[src/rtl/cm0ik_rstctrl_if.sv]
// Reset-controller signal bundle: core reset requests in, reset domains and status out.
// The core side is the master and the reset controller is the slave.
interface cm0ik_rstctrl_if #(
    parameter int CNT_W = 8
);
    logic             SYSRESETREQ;
    logic             LOCKUP;
    logic             DBGRESETn;
    logic             HRESETn;
    logic [1:0]       RSTCAUSE;
    logic [CNT_W-1:0] SYSRST_COUNT;

    modport master (
        output SYSRESETREQ, LOCKUP,
        input  DBGRESETn, HRESETn, RSTCAUSE, SYSRST_COUNT
    );

    modport slave (
        input  SYSRESETREQ, LOCKUP,
        output DBGRESETn, HRESETn, RSTCAUSE, SYSRST_COUNT
    );
endinterface

[src/rtl/cm0ik_rstctrl.sv]
// Cortex-M0 integration-kit reset controller: synchronises POR release to HCLK and
// sequences the debug and system reset domains, recording cause and reset count.
module cm0ik_rstctrl #(
    parameter int SYNC_STAGES = 2,
    parameter int POR_STRETCH = 4,
    parameter int SYS_STRETCH = 3,
    parameter int LOCKUP_EN   = 1,
    parameter int CNT_W       = 8
) (
    input  logic           HCLK,
    input  logic           PORESET,
    cm0ik_rstctrl_if.slave bus
);
    localparam int MAXS = (POR_STRETCH > SYS_STRETCH) ? POR_STRETCH : SYS_STRETCH;
    localparam int CW   = (MAXS > 1) ? $clog2(MAXS) : 1;

    localparam logic [CW-1:0] POR_LOAD  = CW'(POR_STRETCH - 1);
    localparam logic [CW-1:0] SYS_LOAD  = CW'(SYS_STRETCH - 1);
    localparam logic          LOCKUP_ON = (LOCKUP_EN != 0);

    localparam logic [1:0] S_POR     = 2'd0;
    localparam logic [1:0] S_STRETCH = 2'd1;
    localparam logic [1:0] S_RUN     = 2'd2;
    localparam logic [1:0] S_SYSRST  = 2'd3;

    logic [SYNC_STAGES-1:0] r_sync;
    logic [1:0]             r_state;
    logic [CW-1:0]          r_cnt;
    logic                   r_hrstn;
    logic [1:0]             r_cause;
    logic [CNT_W-1:0]       r_count;
    logic                   w_trigger;

    assign w_trigger = bus.SYSRESETREQ | (bus.LOCKUP & LOCKUP_ON);

    always_ff @(posedge HCLK or posedge PORESET) begin
        if (PORESET) begin
            r_sync <= '0;
        end else begin
            r_sync <= {r_sync[SYNC_STAGES-2:0], 1'b1};
        end
    end

    // The FSM only looks at synchroniser stages, never at PORESET's raw release,
    // and ignores the core inputs until S_RUN so X there cannot leak in.
    always_ff @(posedge HCLK or posedge PORESET) begin
        if (PORESET) begin
            r_state <= S_POR;
            r_cnt   <= '0;
            r_hrstn <= 1'b0;
            r_cause <= 2'b00;
            r_count <= '0;
        end else begin
            case (r_state)
                S_POR: begin
                    if (r_sync[SYNC_STAGES-2]) begin
                        r_state <= S_STRETCH;
                        r_cnt   <= POR_LOAD;
                    end
                end
                S_STRETCH: begin
                    if (r_cnt != '0) begin
                        r_cnt <= r_cnt - 1'b1;
                    end else begin
                        r_hrstn <= 1'b1;
                        r_state <= S_RUN;
                    end
                end
                S_RUN: begin
                    if (w_trigger) begin
                        r_hrstn <= 1'b0;
                        r_cnt   <= SYS_LOAD;
                        r_cause <= bus.SYSRESETREQ ? 2'b01 : 2'b10;
                        if (r_count != '1) begin
                            r_count <= r_count + 1'b1;
                        end
                        r_state <= S_SYSRST;
                    end
                end
                S_SYSRST: begin
                    if (r_cnt != '0) begin
                        r_cnt <= r_cnt - 1'b1;
                    end else if (!w_trigger) begin
                        r_hrstn <= 1'b1;
                        r_state <= S_RUN;
                    end
                end
                default: r_state <= S_POR;
            endcase
        end
    end

    assign bus.DBGRESETn    = r_sync[SYNC_STAGES-1];
    assign bus.HRESETn      = r_hrstn;
    assign bus.RSTCAUSE     = r_cause;
    assign bus.SYSRST_COUNT = r_count;
endmodule

[src/flat_wrapper.sv]
// flat-port wrapper written by rule: the top's interface ports become plain ports
module cm0ik_rstctrl_flat 
#(
    parameter int SYNC_STAGES = 2,
    parameter int POR_STRETCH = 4,
    parameter int SYS_STRETCH = 3,
    parameter int LOCKUP_EN   = 1,
    parameter int CNT_W       = 8
)
  (HCLK, PORESET, bus_SYSRESETREQ, bus_LOCKUP, bus_DBGRESETn, bus_HRESETn, bus_RSTCAUSE, bus_SYSRST_COUNT);
  cm0ik_rstctrl_if #(.CNT_W(CNT_W)) bus_i ();
  input  logic HCLK;
  input  logic PORESET;
  input wire logic [$bits(bus_i.SYSRESETREQ)-1:0] bus_SYSRESETREQ;
  input wire logic [$bits(bus_i.LOCKUP)-1:0] bus_LOCKUP;
  output wire logic [$bits(bus_i.DBGRESETn)-1:0] bus_DBGRESETn;
  output wire logic [$bits(bus_i.HRESETn)-1:0] bus_HRESETn;
  output wire logic [$bits(bus_i.RSTCAUSE)-1:0] bus_RSTCAUSE;
  output wire logic [$bits(bus_i.SYSRST_COUNT)-1:0] bus_SYSRST_COUNT;
  assign bus_i.SYSRESETREQ = bus_SYSRESETREQ;
  assign bus_i.LOCKUP = bus_LOCKUP;
  assign bus_DBGRESETn = bus_i.DBGRESETn;
  assign bus_HRESETn = bus_i.HRESETn;
  assign bus_RSTCAUSE = bus_i.RSTCAUSE;
  assign bus_SYSRST_COUNT = bus_i.SYSRST_COUNT;
  cm0ik_rstctrl #(.SYNC_STAGES(SYNC_STAGES), .POR_STRETCH(POR_STRETCH), .SYS_STRETCH(SYS_STRETCH), .LOCKUP_EN(LOCKUP_EN), .CNT_W(CNT_W)) u_core (.HCLK(HCLK), .PORESET(PORESET), .bus(bus_i));
endmodule
[config.mk]
export PLATFORM = sky130hd
export DESIGN_NAME = cm0ik_rstctrl_flat
export DESIGN_NICKNAME = d
export VERILOG_FILES = /design/src/rtl/cm0ik_rstctrl_if.sv /design/src/rtl/cm0ik_rstctrl.sv /design/src/flat_wrapper.sv
export SDC_FILE = /design/constraint.sdc
export NUM_CORES = 1
export LEC_CHECK = 0
export CAP_MARGIN = 20
export CORE_MARGIN = 3
export CORE_UTILIZATION = 45
export CTS_CLUSTER_DIAMETER = 120
export DETAILED_ROUTE_END_ITERATION = 8
export PLACE_DENSITY = 0.69
export SETUP_SLACK_MARGIN = 0.2
export SKIP_CTS_REPAIR_TIMING = 1
export SYNTH_ARGS = -nofsm -noshare
export SYNTH_HDL_FRONTEND = slang
export SYNTH_SLANG_ARGS = --single-unit
export TNS_END_PERCENT = 5
[constraint.sdc]
create_clock -name HCLK -period 4.73 [get_ports HCLK]
set_clock_uncertainty 0.2 [all_clocks]
set_input_delay 1.419 -clock HCLK [delete_from_list [all_inputs] [get_ports HCLK]]
set_output_delay 1.419 -clock HCLK [all_outputs]
set_load 0.02 [all_outputs]
==> flow_summary.yaml <==
detailed_routing:
  viasPerCell: 5.07
  first_pass_iters: 2
  ant_nets: 0
  drtIter0Drc: 8
  wl_um: 1410
  route.detailed.drc: 0
  wire_per_inst_um: 12.2
  vias: 588
pwr:
  cellPowerDensity_nw_per_um2: 476
  vdd_drop_max_v: 0.000258
  p_leak_nw: 0.444
grt:
  antenna_found_initial: 0
  grt_usage: 0.140
  grt_pass1_wl_um: 2620
  first_global_vias: 628
  overflow: 0
  grt_max_degree: 18
synth:
  syn_nets: 79
  synthDistinctLibCells: 29
  synth-seq-cells: 17
  netlist_area_um2: 806
  synthCells: 73
  yosysSeqAreaShare: 0.528
  avgSynthCellArea_um2: 11.0
  yosys_warnings: 0
clocking:
  cts_sinks: 17
  cts_tree: "done"
  clock_latency_ns: 0.28
  path_clk_slew_ns: 0.10
  cts_root_buf: "clkbuf_4"
  cts_buffer_depth: 2
  htree_levels: 1
  numCtsBuffers: 3
sta:
  rsz0062_at_grt: "false"
  hold_violations: 0
  timing_worst_slew_pin_value_ns: 0.626
  max_clock_freq_ghz: 0.334
  setup_viol: 0
  fin_crit_ns: 3.00
  post-route-period-util: 0.634
  max_slew_margin: 0.582
  maxSlewViolCount: 0
  fin_tns_setup_ns: 0
critical_path:
  max_stage_delay_ns: 0.64
  criticalPathCategory: "reg2out"
  cpLargestDelayFamily: "buffers and inverters"
  path_buf_inv: 1
  worstSetupStartpointType: "flip-flop"
  path_cells: "clkdlybuf4s50_1"
  crit_arrival_ns: 1.38
  end_kind: "output port"
  crit_fanout: 7
  worst_ep_required_time_ns: 3.11
  cp_slowest_cell: "clkdlybuf4s50_1"
final_layout:
  syn2layout_area_growth_pct: 25.6
  fill_cells: 129
  num_antenna_cells: 0
  layout.cells.non_filler: 116
  final_layout_size_suffix_gt1_frac: 0.130
  fin_nets: 99
  fin_util: 0.635
placed_design:
  dp_hpwl_um: 1110
  portBuffers: 15
  dpl.cell_count: 112
  gp_congestion: 0.752
die:
  initial_core_util: 0.505
  die_area_um2: 2330
  die_h_um: 48.3
  io_pins: 16
  die_w_um: 48.3
  row_count: 14
  fp.coreArea_um2: 1590
flow_run:
  max-cap-violations: 0
min_path:
  hold_path_class: "reg2reg"
run_status:
  status: "completed"
[registers in the layout (all words and copies together), names as in the netlist]
register	cells
u_core.bus.HRESETn	1
u_core.bus.RSTCAUSE	2
u_core.bus.SYSRST_COUNT	8
u_core.r_sync	2
u_core.r_cnt	2
u_core.r_state	2
[per-stage QoR]
stage               hold slack, ns  area [µm²]  total power [mW]  setup WS [ns]
floorplan                    0.147         806             0.334           2.27
global placement             0.171         986             0.409           1.73
detailed placement           0.165         986             0.414           1.70
CTS                          0.187        1010             0.490           1.71
global route                 0.201        1010             0.526           1.65
finish                       0.180        1010             0.482           1.73
[worst paths after layout]
path	slack [ns]	start	cells past startpoint	endpoint
max	1.73	u_core.bus.SYSRST_COUNT[3]	1	bus_SYSRST_COUNT[3]
min	0.18	u_core.r_sync[0]	0	u_core.r_sync[1]
min in group asynchronous	1.31	PORESET	2	u_core.bus.SYSRST_COUNT[7]
max in group asynchronous	2.61	PORESET	2	u_core.r_sync[1]
max reg2reg	3.04	u_core.bus.SYSRST_COUNT[4]	4	u_core.bus.SYSRST_COUNT[1]
min reg2reg	0.18	u_core.r_sync[0]	0	u_core.r_sync[1]
[power breakdown]
part / leakage, nW / total (mW) / internal [mW] / switching (mW)
clock network: 0.0150 / 0.0734 / 0.0326 / 0.0408
logic: 0.225 / 0.190 / 0.0937 / 0.0961
registers: 0.203 / 0.218 / 0.184 / 0.0347
total: 0.444 / 0.482 / 0.310 / 0.172
[layout by cell type (no fill, tap or decap), types with 2 or more instances in the layout]
cell / count
clkbuf_4: 3
and3_1: 2
xnor2_1: 3
inv_1: 4
mux2_2: 3
nand4_1: 3
ha_1: 2
nand3_1: 2
nand2b_1: 2
a21oi_1: 3
mux2_1: 2
clkdlybuf4s50_1: 15
dfrtp_1: 17
o21ai_0: 5
nand2_1: 9
[cell families after synthesis]
| kind of cell | Yosys count | synth area share |
|---|---|---|
| AOI/OAI and AO/OA | 10 | 0.0683 |
| xor gates and xnor gates | 3 | 0.0326 |
| adders and majority gates | 2 | 0.0311 |
| buffers and inverters | 4 | 0.0186 |
| DFF | 17 | 0.528 |
| muxes | 5 | 0.0699 |
| other | 1 | 0.00465 |
| and+or+nand+nor | 31 | 0.247 |
[synth_stat cells]
cell      instances  area share
o22ai_1           1      0.0078
nor2_2            1      0.0078
inv_1             4       0.019
nand2_2           1      0.0078
nor2_4            1       0.014
nand4_1           3       0.023
nand3_1           2       0.012
dfrtp_1          17        0.53
nor2b_1           1      0.0078
nor4b_1           1       0.011
and3_1            2       0.016
nor2_1            1      0.0047
xnor2_1           3       0.033
nand3b_1          1      0.0093
and2b_1           1      0.0093
nor3_4            1       0.020
mux2_2            3       0.042
ha_1              2       0.031
nand2b_4          1       0.017
nand2b_1          2       0.016
and4_1            1       0.011
mux2_1            2       0.028
o21ai_0           5       0.031
a22o_1            1       0.011
or2b_1            1      0.0093
and3_2            1      0.0093
nand2_1           9       0.042
conb_1            1      0.0047
a21oi_1           3       0.019
[cell type report]
type | instances | area [µm²] | share of cell area
clock buffers | 4 | 26.3 | 0.0260
inverters | 4 | 15.0 | 0.0148
multi-input cells | 52 | 365 | 0.361
flip-flops and latches | 17 | 425 | 0.420
well taps | 24 | 30.0 | 0.0297
repair buffers | 15 | 150 | 0.148
[per-layer routing]
metal  wire [µm]  global-route usage  share of wire  vias up
li1            -                   -              -      289
met1         616               0.157           0.44      289
met2         737               0.255           0.52        8
met3          44              0.0307          0.031        2
met4          14              0.0616         0.0099        0
met5           0                   0              0        -
(Power assumes the default switching activity.)
